**config.mk**
```make
export PLATFORM = sky130hd
export DESIGN_NAME = video_pattern_gen_flat
export DESIGN_NICKNAME = d
export VERILOG_FILES = /design/src/rtl/video_pattern_gen_pkg.sv /design/src/rtl/video_pattern_gen_if.sv /design/src/rtl/vpg_bouncer.sv /design/src/rtl/video_pattern_gen.sv /design/src/flat_wrapper.sv
export SDC_FILE = /design/constraint.sdc
export NUM_CORES = 1
export LEC_CHECK = 0
export CORE_AREA = 2 2 271 139
export CTS_CLUSTER_DIAMETER = 100
export DETAILED_ROUTE_END_ITERATION = 16
export DIE_AREA = 0 0 273 141
export HOLD_SLACK_MARGIN = 0.08
export SLEW_MARGIN = 30
export SYNTH_ARGS = -nofsm -noshare
export SYNTH_HDL_FRONTEND = slang
export SYNTH_SLANG_ARGS = --single-unit
```
**constraint.sdc**
```tcl
create_clock -name clk -period 8.5 [get_ports clk]
set_clock_uncertainty 0.1 [all_clocks]
set_input_delay 1.7 -clock clk [delete_from_list [all_inputs] [get_ports clk]]
set_output_delay 1.7 -clock clk [all_outputs]
set_load 0.1 [all_outputs]
```
**src/rtl/video_pattern_gen_pkg.sv**
```systemverilog
// Shared types for the video test-pattern generator.
// Modes, register indices and the RGB bundle.
package vpg_pkg;

  typedef enum logic [2:0] {
    MODE_SOLID = 3'd0,
    MODE_CHECK = 3'd1,
    MODE_BARS  = 3'd2,
    MODE_GRAD  = 3'd3,
    MODE_BOX   = 3'd4
  } mode_e;

  localparam logic [1:0] REG_CTRL  = 2'd0;
  localparam logic [1:0] REG_COLOR = 2'd1;
  localparam logic [1:0] REG_BOXC  = 2'd2;
  localparam logic [1:0] REG_BOXG  = 2'd3;

  typedef struct packed {
    logic [7:0] r;
    logic [7:0] g;
    logic [7:0] b;
  } rgb_t;

  localparam rgb_t RGB_WHITE = 24'hFFFFFF;

  // Bar 0 is white, bar 7 is black.
  function automatic rgb_t bar_rgb(logic [2:0] k);
    return {{8{~k[2]}}, {8{~k[1]}}, {8{~k[0]}}};
  endfunction

endpackage

```
**src/rtl/video_pattern_gen_if.sv**
```systemverilog
// Register write/read port of the pattern generator.
// Synchronous to the pixel clock.
interface video_pattern_gen_if;
  logic        i_wr;
  logic [1:0]  i_wreg;
  logic [31:0] i_wdata;
  logic [1:0]  i_rreg;
  logic [31:0] o_rdata;

  modport master (
    output i_wr, i_wreg, i_wdata, i_rreg,
    input  o_rdata
  );

  modport slave (
    input  i_wr, i_wreg, i_wdata, i_rreg,
    output o_rdata
  );
endinterface

```
**src/rtl/vpg_bouncer.sv**
```systemverilog
// One axis of bouncing-box motion.
// Position and direction advance once per step.
module vpg_bouncer #(
  parameter int LIMIT = 960,
  parameter int CW    = 11
) (
  input  logic        clk,
  input  logic        reset,
  input  logic        i_step,
  input  logic [7:0]  i_n,
  input  logic [7:0]  i_v,
  output logic [CW:0] o_pos
);
  localparam logic [CW:0] LIM = (CW+1)'(LIMIT);

  logic [CW:0] r_pos;
  logic        r_dir;
  logic [CW:0] w_n;
  logic [CW:0] w_v;
  logic [CW:0] w_sum;
  logic [CW:0] w_nxt;
  logic        w_ndir;

  assign w_n   = {{(CW-7){1'b0}}, i_n};
  assign w_v   = {{(CW-7){1'b0}}, i_v};
  assign w_sum = r_pos + w_v + w_n;

  always_comb begin
    w_nxt  = r_pos;
    w_ndir = r_dir;
    if (!r_dir) begin
      if (w_sum > LIM) begin
        // Oversized boxes pin to the origin edge.
        w_nxt  = (w_n >= LIM) ? '0 : LIM - w_n;
        w_ndir = 1'b1;
      end else begin
        w_nxt = r_pos + w_v;
      end
    end else if (r_pos < w_v) begin
      w_nxt  = '0;
      w_ndir = 1'b0;
    end else begin
      w_nxt = r_pos - w_v;
    end
  end

  always_ff @(posedge clk or posedge reset) begin
    if (reset) begin
      r_pos <= '0;
      r_dir <= 1'b0;
    end else if (i_step) begin
      r_pos <= w_nxt;
      r_dir <= w_ndir;
    end
  end

  assign o_pos = r_pos;
endmodule

```
**src/rtl/video_pattern_gen.sv**
```systemverilog
// Register-programmable video test-pattern source.
// Settings are shadowed at frame start; RGB has 2-cycle latency.
module video_pattern_gen
  import vpg_pkg::*;
#(
  parameter int HWIDTH  = 960,
  parameter int VHEIGHT = 600,
  parameter int CW      = 11
) (
  input  logic          clk,
  input  logic          reset,
  video_pattern_gen_if.slave regs,
  input  logic [CW-1:0] xpixel,
  input  logic [CW-1:0] ypixel,
  output logic [7:0]    red,
  output logic [7:0]    grn,
  output logic [7:0]    blu,
  output logic          o_frame
);
  localparam int BAR_W = HWIDTH / 8;
  localparam int BCW   = $clog2(BAR_W);
  localparam logic [BCW-1:0] BAR_LAST = BCW'(BAR_W - 1);
  localparam logic [CW-1:0]  HMAX     = CW'(HWIDTH);
  localparam logic [CW-1:0]  VMAX     = CW'(VHEIGHT);

  logic [2:0]     r_mode;
  logic [3:0]     r_shift;
  rgb_t           r_color;
  rgb_t           r_boxc;
  logic [7:0]     r_boxn;
  logic [7:0]     r_boxv;

  mode_e          r_s_mode;
  logic [3:0]     r_s_shift;
  rgb_t           r_s_color;
  rgb_t           r_s_boxc;
  logic [7:0]     r_s_boxn;

  logic           r_org;
  logic           r_frame;
  logic           w_org;
  logic           w_fs;

  logic [CW-1:0]  r_x1;
  logic [CW-1:0]  r_y1;
  logic [2:0]     r_k1;
  logic [2:0]     w_k;
  logic [BCW-1:0] r_bcnt;
  logic [BCW-1:0] w_bcnt;

  logic [CW:0]    w_bx;
  logic [CW:0]    w_by;
  logic [CW:0]    w_x1;
  logic [CW:0]    w_y1;
  logic [CW:0]    w_n;
  logic           w_inbox;
  logic           w_act;
  logic           w_chk;
  rgb_t           w_rgb;
  rgb_t           r_rgb;
  logic           w_unused;

  assign w_unused = ^regs.i_wdata[31:24];

  always_ff @(posedge clk or posedge reset) begin
    if (reset) begin
      r_mode  <= '0;
      r_shift <= '0;
      r_color <= '0;
      r_boxc  <= '0;
      r_boxn  <= '0;
      r_boxv  <= '0;
    end else if (regs.i_wr) begin
      case (regs.i_wreg)
        REG_CTRL: begin
          r_mode  <= regs.i_wdata[2:0];
          r_shift <= regs.i_wdata[11:8];
        end
        REG_COLOR: r_color <= regs.i_wdata[23:0];
        REG_BOXC:  r_boxc  <= regs.i_wdata[23:0];
        default: begin
          r_boxn <= regs.i_wdata[7:0];
          r_boxv <= regs.i_wdata[15:8];
        end
      endcase
    end
  end

  always_comb begin
    regs.o_rdata = '0;
    case (regs.i_rreg)
      REG_CTRL:  regs.o_rdata = {20'd0, r_shift, 5'd0, r_mode};
      REG_COLOR: regs.o_rdata = {8'd0, r_color};
      REG_BOXC:  regs.o_rdata = {8'd0, r_boxc};
      default:   regs.o_rdata = {16'd0, r_boxv, r_boxn};
    endcase
  end

  assign w_org = (xpixel == '0) && (ypixel == '0);
  assign w_fs  = w_org && !r_org;

  always_ff @(posedge clk or posedge reset) begin
    if (reset) begin
      r_org     <= 1'b0;
      r_frame   <= 1'b0;
      r_s_mode  <= MODE_SOLID;
      r_s_shift <= '0;
      r_s_color <= '0;
      r_s_boxc  <= '0;
      r_s_boxn  <= '0;
    end else begin
      r_org   <= w_org;
      r_frame <= w_fs;
      if (w_fs) begin
        r_s_mode  <= mode_e'(r_mode);
        r_s_shift <= r_shift;
        r_s_color <= r_color;
        r_s_boxc  <= r_boxc;
        r_s_boxn  <= r_boxn;
      end
    end
  end

  // Motion uses the values being loaded, so geometry matches the new frame.
  vpg_bouncer #(.LIMIT(HWIDTH), .CW(CW)) u_bounce_x (
    .clk    (clk),
    .reset  (reset),
    .i_step (w_fs),
    .i_n    (r_boxn),
    .i_v    (r_boxv),
    .o_pos  (w_bx)
  );

  vpg_bouncer #(.LIMIT(VHEIGHT), .CW(CW)) u_bounce_y (
    .clk    (clk),
    .reset  (reset),
    .i_step (w_fs),
    .i_n    (r_boxn),
    .i_v    (r_boxv),
    .o_pos  (w_by)
  );

  always_comb begin
    w_k    = r_k1;
    w_bcnt = r_bcnt + 1'b1;
    if (xpixel == '0) begin
      w_k    = '0;
      w_bcnt = '0;
    end else if (r_bcnt == BAR_LAST) begin
      w_k    = r_k1 + 3'd1;
      w_bcnt = '0;
    end
  end

  always_ff @(posedge clk or posedge reset) begin
    if (reset) begin
      r_x1   <= '0;
      r_y1   <= '0;
      r_k1   <= '0;
      r_bcnt <= '0;
    end else begin
      r_x1   <= xpixel;
      r_y1   <= ypixel;
      r_k1   <= w_k;
      r_bcnt <= w_bcnt;
    end
  end

  assign w_x1    = {1'b0, r_x1};
  assign w_y1    = {1'b0, r_y1};
  assign w_n     = {{(CW-7){1'b0}}, r_s_boxn};
  assign w_inbox = (w_x1 >= w_bx) && (w_x1 < w_bx + w_n) &&
                   (w_y1 >= w_by) && (w_y1 < w_by + w_n);
  assign w_act   = (r_x1 < HMAX) && (r_y1 < VMAX);
  assign w_chk   = r_x1[r_s_shift] ^ r_y1[r_s_shift];

  always_comb begin
    w_rgb = '0;
    if (w_act) begin
      unique case (r_s_mode)
        MODE_CHECK: w_rgb = w_chk ? RGB_WHITE : r_s_color;
        MODE_BARS:  w_rgb = bar_rgb(r_k1);
        MODE_GRAD:  w_rgb = {r_x1[7:0], r_y1[7:0], r_s_color.b};
        MODE_BOX:   w_rgb = w_inbox ? r_s_boxc : r_s_color;
        default:    w_rgb = r_s_color;
      endcase
    end
  end

  always_ff @(posedge clk or posedge reset) begin
    if (reset) begin
      r_rgb <= '0;
    end else begin
      r_rgb <= w_rgb;
    end
  end

  assign red     = r_rgb.r;
  assign grn     = r_rgb.g;
  assign blu     = r_rgb.b;
  assign o_frame = r_frame;
endmodule
```
**src/flat_wrapper.sv**
```systemverilog
// flat-port wrapper written by rule: the top's interface ports become plain ports
module video_pattern_gen_flat import vpg_pkg::*;
#(
  parameter int HWIDTH  = 960,
  parameter int VHEIGHT = 600,
  parameter int CW      = 11
)
  (clk, reset, xpixel, ypixel, red, grn, blu, o_frame, regs_i_wr, regs_i_wreg, regs_i_wdata, regs_i_rreg, regs_o_rdata);
  video_pattern_gen_if regs_i ();
  input  logic clk;
  input  logic reset;
  input  logic [CW-1:0] xpixel;
  input  logic [CW-1:0] ypixel;
  output logic [7:0] red;
  output logic [7:0] grn;
  output logic [7:0] blu;
  output logic o_frame;
  input wire logic [$bits(regs_i.i_wr)-1:0] regs_i_wr;
  input wire logic [$bits(regs_i.i_wreg)-1:0] regs_i_wreg;
  input wire logic [$bits(regs_i.i_wdata)-1:0] regs_i_wdata;
  input wire logic [$bits(regs_i.i_rreg)-1:0] regs_i_rreg;
  output wire logic [$bits(regs_i.o_rdata)-1:0] regs_o_rdata;
  assign regs_i.i_wr = regs_i_wr;
  assign regs_i.i_wreg = regs_i_wreg;
  assign regs_i.i_wdata = regs_i_wdata;
  assign regs_i.i_rreg = regs_i_rreg;
  assign regs_o_rdata = regs_i.o_rdata;
  video_pattern_gen #(.HWIDTH(HWIDTH), .VHEIGHT(VHEIGHT), .CW(CW)) u_core (.clk(clk), .reset(reset), .regs(regs_i), .xpixel(xpixel), .ypixel(ypixel), .red(red), .grn(grn), .blu(blu), .o_frame(o_frame));
endmodule
```
=== Yosys cells after proc, flatten, opt, wreduce, memory -nomap -nowiden ===
Cells that the tools add are included.

* Register bits: 218
* Bits of input ports: 61
* Logic and storage cells: 115

* Add/sub/neg operators: 12
* Magnitude comparators: 13
* Equality and inequality tests: 9
* Muxes and demuxes: 27
* Bitwise operators: 5
* Reductions and logical operators: 17

{| class="wikitable"
|+ Operator list
! cell !! count
|-
| 12-bit two-way mux || 8
|-
| 24-bit one-hot mux with 4 select lines || 1
|-
| 12-bit by 8-bit adder with 12-bit output || 6
|-
| 24-bit two-way mux || 3
|-
| 24-bit one-hot mux with 3 select lines || 1
|-
| 11-bit by 12-bit greater-or-equal comparator with 1-bit output || 2
|-
| 12-bit by 10-bit > comparator with 1-bit output, second input constant || 2
|-
| 11-bit by 12-bit < comparator with 1-bit output || 2
|-
| 12-bit by 8-bit < comparator with 1-bit output || 2
|-
| 12-bit by 8-bit subtractor with 12-bit output || 2
|-
| 11-bit zero test || 2
|-
| 11-bit by 10-bit < comparator with 1-bit output, second input constant || 2
|-
| 10-bit by 8-bit subtractor with 11-bit output, first input constant || 2
|-
| 8-bit by 10-bit greater-or-equal comparator with 1-bit output, second input constant || 2
|-
| 7-bit two-way mux || 2
|-
| 1-bit binary-select mux with 4-bit select || 2
|-
| 1-bit two-way mux || 8
|-
| 2-bit AND reduction || 4
|-
| 7-bit by 1-bit adder with 7-bit output, second input constant || 1
|-
| 7-bit == test, second input constant || 1
|-
| 3-bit by 2-bit == test with 1-bit output, second input constant || 2
|-
| 1-bit logical AND || 6
|-
| 3-bit two-way mux || 2
|-
| 4-bit by 5-bit < comparator with 1-bit output, second input constant || 1
|-
| 11 further kinds || 17
|}

=== Longest topological paths before layout ===
* Depth in word-level cells: 8
* Depth in mapped cells: 21

=== Modules after synthesis ===
A second synthesis with hierarchy kept.

* Cell total of the unflattened synthesis: 1391
* Area, all modules: 14600.3 sq um

{| class="wikitable"
|+ By module, submodules not included
! module !! times used !! cells an instance !! area an instance (sq um) !! seq. area each (sq um)
|-
| video_pattern_gen || 1 || 849 || 10208.5 || 4804.6
|-
| vpg_bouncer (u_core.u_bounce_x) || 1 || 275 || 2228.4 || 325.3
|-
| vpg_bouncer (u_core.u_bounce_y) || 1 || 267 || 2163.3 || 325.3
|}

=== Worst setup path after synthesis ===
Ideal clock, no wire load.

* Kind: input to output
* Start: in regs_i_rreg[0]
* End: out regs_o_rdata[12]
* Data arrival time: 3.471 ns
* Required time: 6.700 ns
* Path slack: 3.229 ns
* Stages: 5
* Buffers on the path: 3
* Path through: clkbuf_1 > nor2b_1 > clkbuf_1 > clkbuf_1 > a22o_1

* Longest elaborated chain between the ends: 2

{| class="wikitable"
|+ RTL lines
! what !! line !! source
|-
| from (decl) || flat_wrapper.sv:21 || <nowiki>input wire logic [$bits(regs_i.i_rreg)-1:0] regs_i_rreg;</nowiki>
|-
| 2-bit == test (tied with other cells) || video_pattern_gen.sv:91 || <nowiki>case (regs.i_rreg)</nowiki>
|-
| 24-bit one-hot mux with 3 select lines (*) || video_pattern_gen.sv:91 ||
|-
| to (decl) || flat_wrapper.sv:22 || <nowiki>output wire logic [$bits(regs_i.o_rdata)-1:0] regs_o_rdata;</nowiki>
|}

Every way passes the cells marked *; elsewhere a longest branch is shown, timed or not.

=== Final worst setup path ===
* Start: in regs_i_rreg[1]
* End: out regs_o_rdata[17]

The elaborated chain is that of the path after synthesis.

==> qor.csv <==
metric,value,unit
synth_cells,1497,
first_iter_violations,1307,
reg2reg_from,u_core.r_boxv[1],
grt_pass1_wl,70.15,mm
grt-ovfl-total,0,
power_density,190.4,mW/mm^2
via_count,11771,
clockRootBuffer,clkbuf_16,
pre_cts_ws,2.042,ns
cts_max_level,1,
use_met3,6.796,%
synth-seq-cells,218,
cts.repair.resized,0,
postRouteAntennaNets,0,
viasPerCell,5.676,
dp.cells,2036,
die_h,141,microns
path_max_fanout,13,
grt_max_degree,85,
grt.busiest_layer,met1,
drc_errors,0,
yosys_warnings,0,
clock_sinks,218,
numCtsBuffers,22,
leakage,7.270,nW
synthToLayoutAreaGrowth,15.29,%
met1_usage,40.51,%
place_congestion,0.9118,
final_cells,2074,
dieArea,0.03849,sq mm
drive_above_1_share,12.47,%
cts_buffer_depth,3,
crit_start,regs_i_rreg[1],
synth_top_area_cell,dfrtp_1,
grt_pass1_vias,11108,
crit_type,input pin to output pin,
dpl.hpwl,34.98,mm
fin_area,0.01653,sq mm
initial_utilization,39.25,%
ys_async_sr_fraction,100.0,%
worstMarginPinSlew,1.030,ns
finalCritPeriodShare,75.86,%
core-area,0.03654,sq mm
min-delay-start,u_core.r_bcnt[0],
post_dp_cell_area,0.01577,sq mm
ys_types,82,
cts_tree,done,
mappedNetlistArea,0.01434,sq mm
relSlewSlack,31.12,%
synth.area.top_cells,"dfrtp_1 (38%), ha_1 (9.5%), mux2_2 (6.6%)",
dieWidth,273,microns
critPathRequiredTime,6.70,ns
drt-pass1-iter-count,5,
clk_latency,0.54,ns
crit_path_start_kind,input pin,
post_cts_buffers,0,
yosysSeqAreaShare,38.05,%
status,finished clean,
irDropWorstVdd,0.1178,mV
ys.flop_type,dfrtp_1,
final.setup.tns,0,ns
cap_violations,0,
synth_common_cells,"nand2_1 (250), dfrtp_1 (218), ha_1 (109), o21ai_0 (88), mux2_2 (84)",
setup_ws,2.052,ns
wirelength,46.00,mm
diodes,0,
fmax,155.1,MHz
ctsHoldBuffers,0,
period_needed,6.448,ns
clk_pin_slew_worst_paths,0.07,ns
hold_viol,0,
rsz0062_at_grt,false,
endpoint_kind,output pin,
synth_edf_count,0,
wl_per_cell,22.18,microns
final_nets,1744,
arrival,4.65,ns
syn_area_per_cell,9.578,sq um
yosysMostFrequentCell,nand2_1,
ioPinCount,118,
yosys.area.top_type_share,38.05,%
holdCritPathClass,register to register,
drv_slew,0,
finalSetupViolCount,0,
io_buffers,101,
grt_use_total,23.93,%
row_count,50,
use_met2,28.81,%
antenna_found_initial,1,
worst paths after layout:
path / slack (ns) / cells after the start / end
max: 2.05 / 4 / regs_o_rdata[17]
min: 0.36 / 1 / u_core.r_bcnt[0]
max reg2reg: 2.88 / 17 / u_core.u_bounce_x.o_pos[5]
min reg2reg: 0.36 / 1 / u_core.r_bcnt[0]
max in group asynchronous: 5.29 / 4 / u_core.r_boxc[21]
min in group asynchronous: 1.48 / 2 / u_core.r_boxc[9]
area by class of cell:
cell class | instances | area, sq um
Clock inverter | 10 | 108.9
Fill cell | 3514 | 20000
Tap cell | 494 | 618.1
Multi-Input combinational cell | 1135 | 8294
Inverter | 71 | 274.0
Sequential cell | 218 | 5455
Clock buffer | 28 | 623.1
Timing Repair Buffer | 118 | 1157
critical path, stage by stage:
cell             delay (ns)
clkdlybuf4s50_1        1.00
nor2b_1                0.57
a22o_1                 0.22
clkdlybuf4s50_1        1.15
kinds of logic after synthesis:
kind of cell / synth area share (%)
AOI/OAI and AO/OA: 15.93
muxes: 11.75
DFF: 38.05
other: 0.02615
adders and majority gates: 10.63
xor gates and xnor gates: 4.459
buffers and inverters: 4.625
and+or+nand+nor: 14.54
power by group:
part	total (mW)	switching [mW]	internal, mW
Sequential	1.26	0.140	1.12
Combinational	0.881	0.541	0.340
Clock	1.00	0.446	0.556
state kept, by name, summed over array words and instances, names as in the netlist, 7 cells and up:
signal	cells
u_core.r_boxc	24
u_core.r_color	24
u_core.r_s_boxc	24
u_core.r_s_color	24
u_core.u_bounce_x.o_pos	12
u_core.u_bounce_y.o_pos	12
u_core.r_x1	11
u_core.r_y1	11
u_core.blu	8
u_core.grn	8
u_core.r_boxn	8
u_core.r_boxv	8
u_core.r_s_boxn	8
u_core.red	8
u_core.r_bcnt	7
layer usage:
| metal | wire length (microns) | part of all wire [%] |
|---|---|---|
| met1 | 24050 | 52 |
| met2 | 16290 | 35 |
| met3 | 4981 | 11 |
| met4 | 668 | 1.5 |
| met5 | 0 | 0 |
metrics by stage:
stage          utilization [%]  hold WS [ns]  total power [mW]
3_5_place_dp             43.17        0.3560             2.142
5_1_grt                  45.25        0.3903             3.282
3_3_place_gp             43.10        0.3436             2.123
2_1_floorplan                -        0.3238             1.882
6_report                 45.25        0.3593             3.147
4_1_cts                  45.17        0.3648             3.149
placed cells by master (no fill, tap or decap), drive strengths merged, types with 30 or more instances in the layout:
cell type,synthesis,layout
nand2,250,250
dfrtp,218,218
ha,109,109
o21ai,107,107
mux2,104,104
clkdlybuf4s50,0,100
nor2,76,76
inv,70,72
a21oi,66,66
xnor2,55,55
a31oi,31,31
nand2b,30,30
(Power assumes the default switching activity.)
